**src/rtl/bit_sync_pkg.sv**
```systemverilog
// Shared types and helpers for the bit_sync_filt multi-channel synchroniser/filter.
package bit_sync_pkg;

    // A counter that only has to reach FILTER_CYCLES-1 still needs at least one bit.
    function automatic int cnt_width(input int filter_cycles);
        int w;
        w = $clog2(filter_cycles);
        return (w < 1) ? 1 : w;
    endfunction

    typedef struct packed {
        logic rise;
        logic fall;
    } sync_edge_t;

endpackage

```
**src/rtl/bit_sync_filt_ch.sv**
```systemverilog
// One channel: synchroniser chain, stability qualification counter, filtered level
// and registered one-cycle edge pulses.
module bit_sync_filt_ch
    import bit_sync_pkg::*;
#(
    parameter int   NUM_OF_FLOPS  = 2,
    parameter int   FILTER_CYCLES = 4,
    parameter logic RESET_VAL     = 1'b0
) (
    input  logic       dest_clk,
    input  logic       rst,
    input  logic       d_i,
    output logic       sync_raw_o,
    output logic       d_o,
    output sync_edge_t edge_o
);

    localparam int                CNT_W   = cnt_width(FILTER_CYCLES);
    localparam logic [CNT_W-1:0]  CNT_MAX = CNT_W'(FILTER_CYCLES - 1);

    logic [NUM_OF_FLOPS-1:0] chain_q;
    logic [CNT_W-1:0]        cnt_q, cnt_d;
    logic                    level_q, level_d;
    sync_edge_t              edge_q, edge_d;
    logic                    sync_raw;

    assign sync_raw = chain_q[NUM_OF_FLOPS-1];

    // NOTE: clocked state uses non-blocking (<=) so every flop samples pre-edge values;
    // blocking here would collapse the chain into a single stage.
    always_ff @(posedge dest_clk) begin
        if (rst) begin
            chain_q <= {NUM_OF_FLOPS{RESET_VAL}};
        end else begin
            chain_q <= {chain_q[NUM_OF_FLOPS-2:0], d_i};
        end
    end

    // NOTE: every output of this block gets a default first, so no path leaves a
    // variable unassigned and no latch is inferred.
    always_comb begin
        cnt_d   = cnt_q;
        level_d = level_q;
        edge_d  = '0;
        if (sync_raw == level_q) begin
            cnt_d = '0;
        end else if (cnt_q == CNT_MAX) begin
            level_d     = sync_raw;
            cnt_d       = '0;
            edge_d.rise = sync_raw;
            edge_d.fall = ~sync_raw;
        end else begin
            cnt_d = cnt_q + CNT_W'(1);
        end
    end

    always_ff @(posedge dest_clk) begin
        if (rst) begin
            cnt_q   <= '0;
            level_q <= RESET_VAL;
            edge_q  <= '0;
        end else begin
            cnt_q   <= cnt_d;
            level_q <= level_d;
            edge_q  <= edge_d;
        end
    end

    assign sync_raw_o = sync_raw;
    assign d_o        = level_q;
    assign edge_o     = edge_q;

endmodule

```
**src/rtl/bit_sync_filt.sv**
```systemverilog
// WIDTH independent synchroniser + glitch-filter channels for slow asynchronous
// level inputs entering the dest_clk domain.
module bit_sync_filt
    import bit_sync_pkg::*;
#(
    parameter int               WIDTH         = 1,
    parameter int               NUM_OF_FLOPS  = 2,
    parameter int               FILTER_CYCLES = 4,
    parameter logic [WIDTH-1:0] RESET_VAL     = '0
) (
    input  logic             dest_clk,
    input  logic             rst,
    input  logic [WIDTH-1:0] D_in,
    output logic [WIDTH-1:0] sync_raw,
    output logic [WIDTH-1:0] D_out,
    output logic [WIDTH-1:0] rise,
    output logic [WIDTH-1:0] fall
);

    if (WIDTH < 1) begin : g_bad_width
        $error("bit_sync_filt: WIDTH must be >= 1");
    end
    if (NUM_OF_FLOPS < 2) begin : g_bad_flops
        $error("bit_sync_filt: NUM_OF_FLOPS must be >= 2");
    end
    if (FILTER_CYCLES < 1) begin : g_bad_filter
        $error("bit_sync_filt: FILTER_CYCLES must be >= 1");
    end

    for (genvar i = 0; i < WIDTH; i++) begin : g_ch
        sync_edge_t edge_w;

        bit_sync_filt_ch #(
            .NUM_OF_FLOPS  (NUM_OF_FLOPS),
            .FILTER_CYCLES (FILTER_CYCLES),
            .RESET_VAL     (RESET_VAL[i])
        ) u_ch (
            .dest_clk   (dest_clk),
            .rst        (rst),
            .d_i        (D_in[i]),
            .sync_raw_o (sync_raw[i]),
            .d_o        (D_out[i]),
            .edge_o     (edge_w)
        );

        assign rise[i] = edge_w.rise;
        assign fall[i] = edge_w.fall;
    end

endmodule

```
**config.mk**
```make
export PLATFORM = sky130hd
export DESIGN_NAME = bit_sync_filt
export DESIGN_NICKNAME = d
export VERILOG_FILES = /design/src/rtl/bit_sync_pkg.sv /design/src/rtl/bit_sync_filt_ch.sv /design/src/rtl/bit_sync_filt.sv
export SDC_FILE = /design/constraint.sdc
export NUM_CORES = 1
export LEC_CHECK = 0
export ABC_AREA = 1
export CORE_AREA = 8 8 45 47
export DETAILED_ROUTE_END_ITERATION = 6
export DIE_AREA = 0 0 53 55
export PLACE_DENSITY = 0.37
export SETUP_SLACK_MARGIN = 0.3
export SLEW_MARGIN = 30
export SYNTH_ARGS = -nofsm -noshare
export SYNTH_HDL_FRONTEND = slang
export SYNTH_HIERARCHICAL = 1
export SYNTH_SLANG_ARGS = --single-unit
```
**constraint.sdc**
```tcl
create_clock -name dest_clk -period 0.85 [get_ports dest_clk]
set_clock_uncertainty 0.05 [all_clocks]
set_input_delay 0.17 -clock dest_clk [delete_from_list [all_inputs] [get_ports dest_clk]]
set_output_delay 0.17 -clock dest_clk [all_outputs]
set_load 0.1 [all_outputs]
```
==> flow_summary.yaml, run 1 <==
floorplanning:
  ios: 7
  core_area_mm2: 0.00138
  dieArea_mm2: 0.00292
  rows: 14
  start_util_pct: 17.5
  dieHeight_um: 55
  die_width_um: 53
placement:
  gp_congestion: 0.740
  dp_hpwl_um: 393
  post-place-ws_ns: -0.220
  dp.cells: 51
  io_buffers: 6
drt:
  routed-via-count: 220
  route.detailed.drc: 0
  wl_um: 518
  first_pass_iters: 1
  ant_nets: 0
  via_per_inst: 3.86
  post_drt_wl_per_cell_um: 9.09
  drt_iter0_markers: 0
pwr:
  seqPwrFrac_pct: 48.0
  irDropWorstVdd_mv: 0.623
  comb_power_share_pct: 7.9
  leakage_nw: 0.184
  p_int_w: 0.000526
  switchingPower_w: 0.000155
  power_density_mw_per_mm2: 1460
  pwr-share-clk_pct: 44.1
  p_sw_share_pct: 22.7
finish:
  finalNonFillerCells: 57
  final_nets: 46
  multi_input_area_um2: 110
  fill_cells: 139
  insertedDiodeCount: 0
  regArea_um2: 158
  area_delta_synth_final_pct: 92.3
  drive_gt1_share_pct: 68.3
critical_path:
  crit_chain: "buf_12"
  cp_data_required_time_ns: 0.63
  worstPathMaxFanout: 2
  crit_type: "reg2out"
  cpMaxStageDelayCell: "dfxtp_4"
  slowest_delay_ns: 0.36
  cpLargestDelayFamily: "flip-flops"
  startpoint_type: "flop"
  cp_num_buf_inv: 1
  cp_data_arrival_time_ns: 0.78
  cp-end-kind: "output port"
synth:
  yosys_warnings: 6
  ys_seq_area_share_pct: 57.7
  synthCells: 28
  syn-cell-area_um2: 243
  synth-seq-cells: 7
  syn-num-nets: 32
  avgSynthCellArea_um2: 8.67
  yosys.cell_types.count: 10
global_route:
  grt_max_degree: 5
  grt_pass1_vias: 232
  grt-ovfl-total: 0
  grtUsageTotal_pct: 4.70
  antenna_found_initial: 0
  grt_pass1_wl_um: 883
timing:
  maxSlewViolCount: 0
  rsz0062_at_grt: "yes"
  finalCriticalPeriod_ns: 1.00
  finalCritPeriodShare_pct: 118
  slew_headroom_pct: 92.9
  tns_ns: -0.587
  tightestPinTransition_ns: 0.105
  finalHoldViolations: 0
  setup_viol: 6
  setup_ws_ns: -0.151
  fmax_mhz: 999
clocking:
  cts_root_buf: "clkbuf_4"
  cts_tree: "done"
  htree_num_levels: 1
  cts.path.max_buffers: 2
  cts_buffers: 3
  cts.clk_slew.worst_paths_ns: 0.05
  numClockSinks: 7
  clock_latency_ns: 0.25
flow_run:
  max_cap_viol_count: 0
outcome:
  violations: "setup timing"
  outcome: "complete, but fails checks"
min_path:
  hold_path_class: "in2reg"
[power groups by stage]
stage                     sequential [W]  clock [W]  combinational [W]
final                           0.000327   0.000300          0.0000539
after global placement          0.000335          0          0.0000477
after floorplan                 0.000348          0          0.0000106
after global routing            0.000327   0.000333          0.0000580
after detailed placement        0.000336          0          0.0000484
after CTS                       0.000327   0.000316          0.0000533
[cells in the mapped netlist]
master	count	area, µm²
dfxtp_1	7	140
inv_1	5	18.8
nand2_1	4	15.0
nor2_1	4	15.0
inv_2	2	7.51
nor3_1	2	10.0
a21oi_1	1	5.00
ha_1	1	12.5
nand2_2	1	6.26
nand4_2	1	12.5
[layout make-up]
| type | instances | share of cell area, % |
|---|---|---|
| well taps | 16 | 4.29 |
| repair buffers | 9 | 26.5 |
| clock buffers | 4 | 5.63 |
| flip-flops and latches | 7 | 33.8 |
| multi-input cells | 14 | 23.6 |
| inverters | 7 | 6.17 |
[worst min-delay path: stages]
cell and delay, ns:
dlygate4sd2_1 0.19, inv_1 0.03, nor2_1 0.08
[path summary, 6_finish.rpt]
| kind | end | from | slack [ns] | depth (start not counted) |
|---|---|---|---|---|
| hold / removal | g_ch[0].u_ch/chain_q[0]$_SDFF_PP0_ | D_in | 0.21 | 3 |
| setup / recovery | D_out | g_ch[0].u_ch/d_o$_SDFFE_PP0P_ | -0.15 | 1 |
| setup reg to reg | g_ch[0].u_ch/cnt_q[1]$_SDFF_PP0_ | g_ch[0].u_ch/d_o$_SDFFE_PP0P_ | -0.02 | 5 |
| hold reg to reg | g_ch[0].u_ch/chain_q[1]$_SDFF_PP0_ | g_ch[0].u_ch/chain_q[0]$_SDFF_PP0_ | 0.35 | 2 |
[cell usage in the layout, fill, tap and decap left out]
master / count
buf_12: 4
dfxtp_4: 4
inv_2: 2
inv_1: 4
nor2_1: 4
clkbuf_4: 3
buf_6: 1
nand4_2: 1
nand2_1: 1
dfxtp_2: 2
nor3_2: 2
dlygate4sd2_1: 2
clkbuf_1: 1
dfxtp_1: 1
ha_4: 1
buf_4: 2
inv_4: 1
nand2_2: 4
a21oi_2: 1
[cell families after synthesis]
group / after synthesis / synth area share [%]
AND/OR/NAND/NOR: 12 / 24.2
buffers and inverters: 7 / 10.8
flip-flops: 7 / 57.7
AO/OA/AOI/OAI: 1 / 2.06
adder cells (fa/ha/maj): 1 / 5.15
[through the flow]
step	total power [W]	area [µm²]	hold WS [ns]	utilization, %
floorplan	0.000358	260	0.179	-
global placement	0.000383	388	0.334	28.0
detailed placement	0.000384	388	0.340	28.0
CTS	0.000696	453	0.212	32.7
global route	0.000718	467	0.230	33.7
finish	0.000681	467	0.212	33.7
[state kept, by name (all words and copies together) (netlist names)]
name,cells
g_ch.u_ch/edge_o,2
g_ch.u_ch/chain_q,2
g_ch.u_ch/d_o,1
g_ch.u_ch/cnt_q,2
[routing by layer]
layer / global-route usage (%) / part of all wire, %
met3: 1.60 / 6.8
met1: 3.50 / 34
met4: 7.76 / 6.6
met5: 0 / 0
met2: 7.62 / 53
[repair_timing]
action                     CTS  global route
hold buffers                 0             0
pin swaps                    5             1
hold endpoints to repair     0             0
resized for setup           10             4
setup endpoints to repair   11            10
buffers inserted             2             0
gates cloned                 0             0
Power figures use the tool's default switching activity.
==> inputs of run 2 (changes only) <==
--- a/config.mk
+++ b/config.mk
@@ -9,6 +9,8 @@
 export CORE_AREA = 8 8 45 47
 export DETAILED_ROUTE_END_ITERATION = 6
 export DIE_AREA = 0 0 53 55
+export GPL_ROUTABILITY_DRIVEN = 0
+export HOLD_SLACK_MARGIN = 0.1
 export PLACE_DENSITY = 0.37
 export SETUP_SLACK_MARGIN = 0.3
 export SLEW_MARGIN = 30
==> results of run 2 <==
The final DEF is identical to that of run 1; final timing and power are the same.
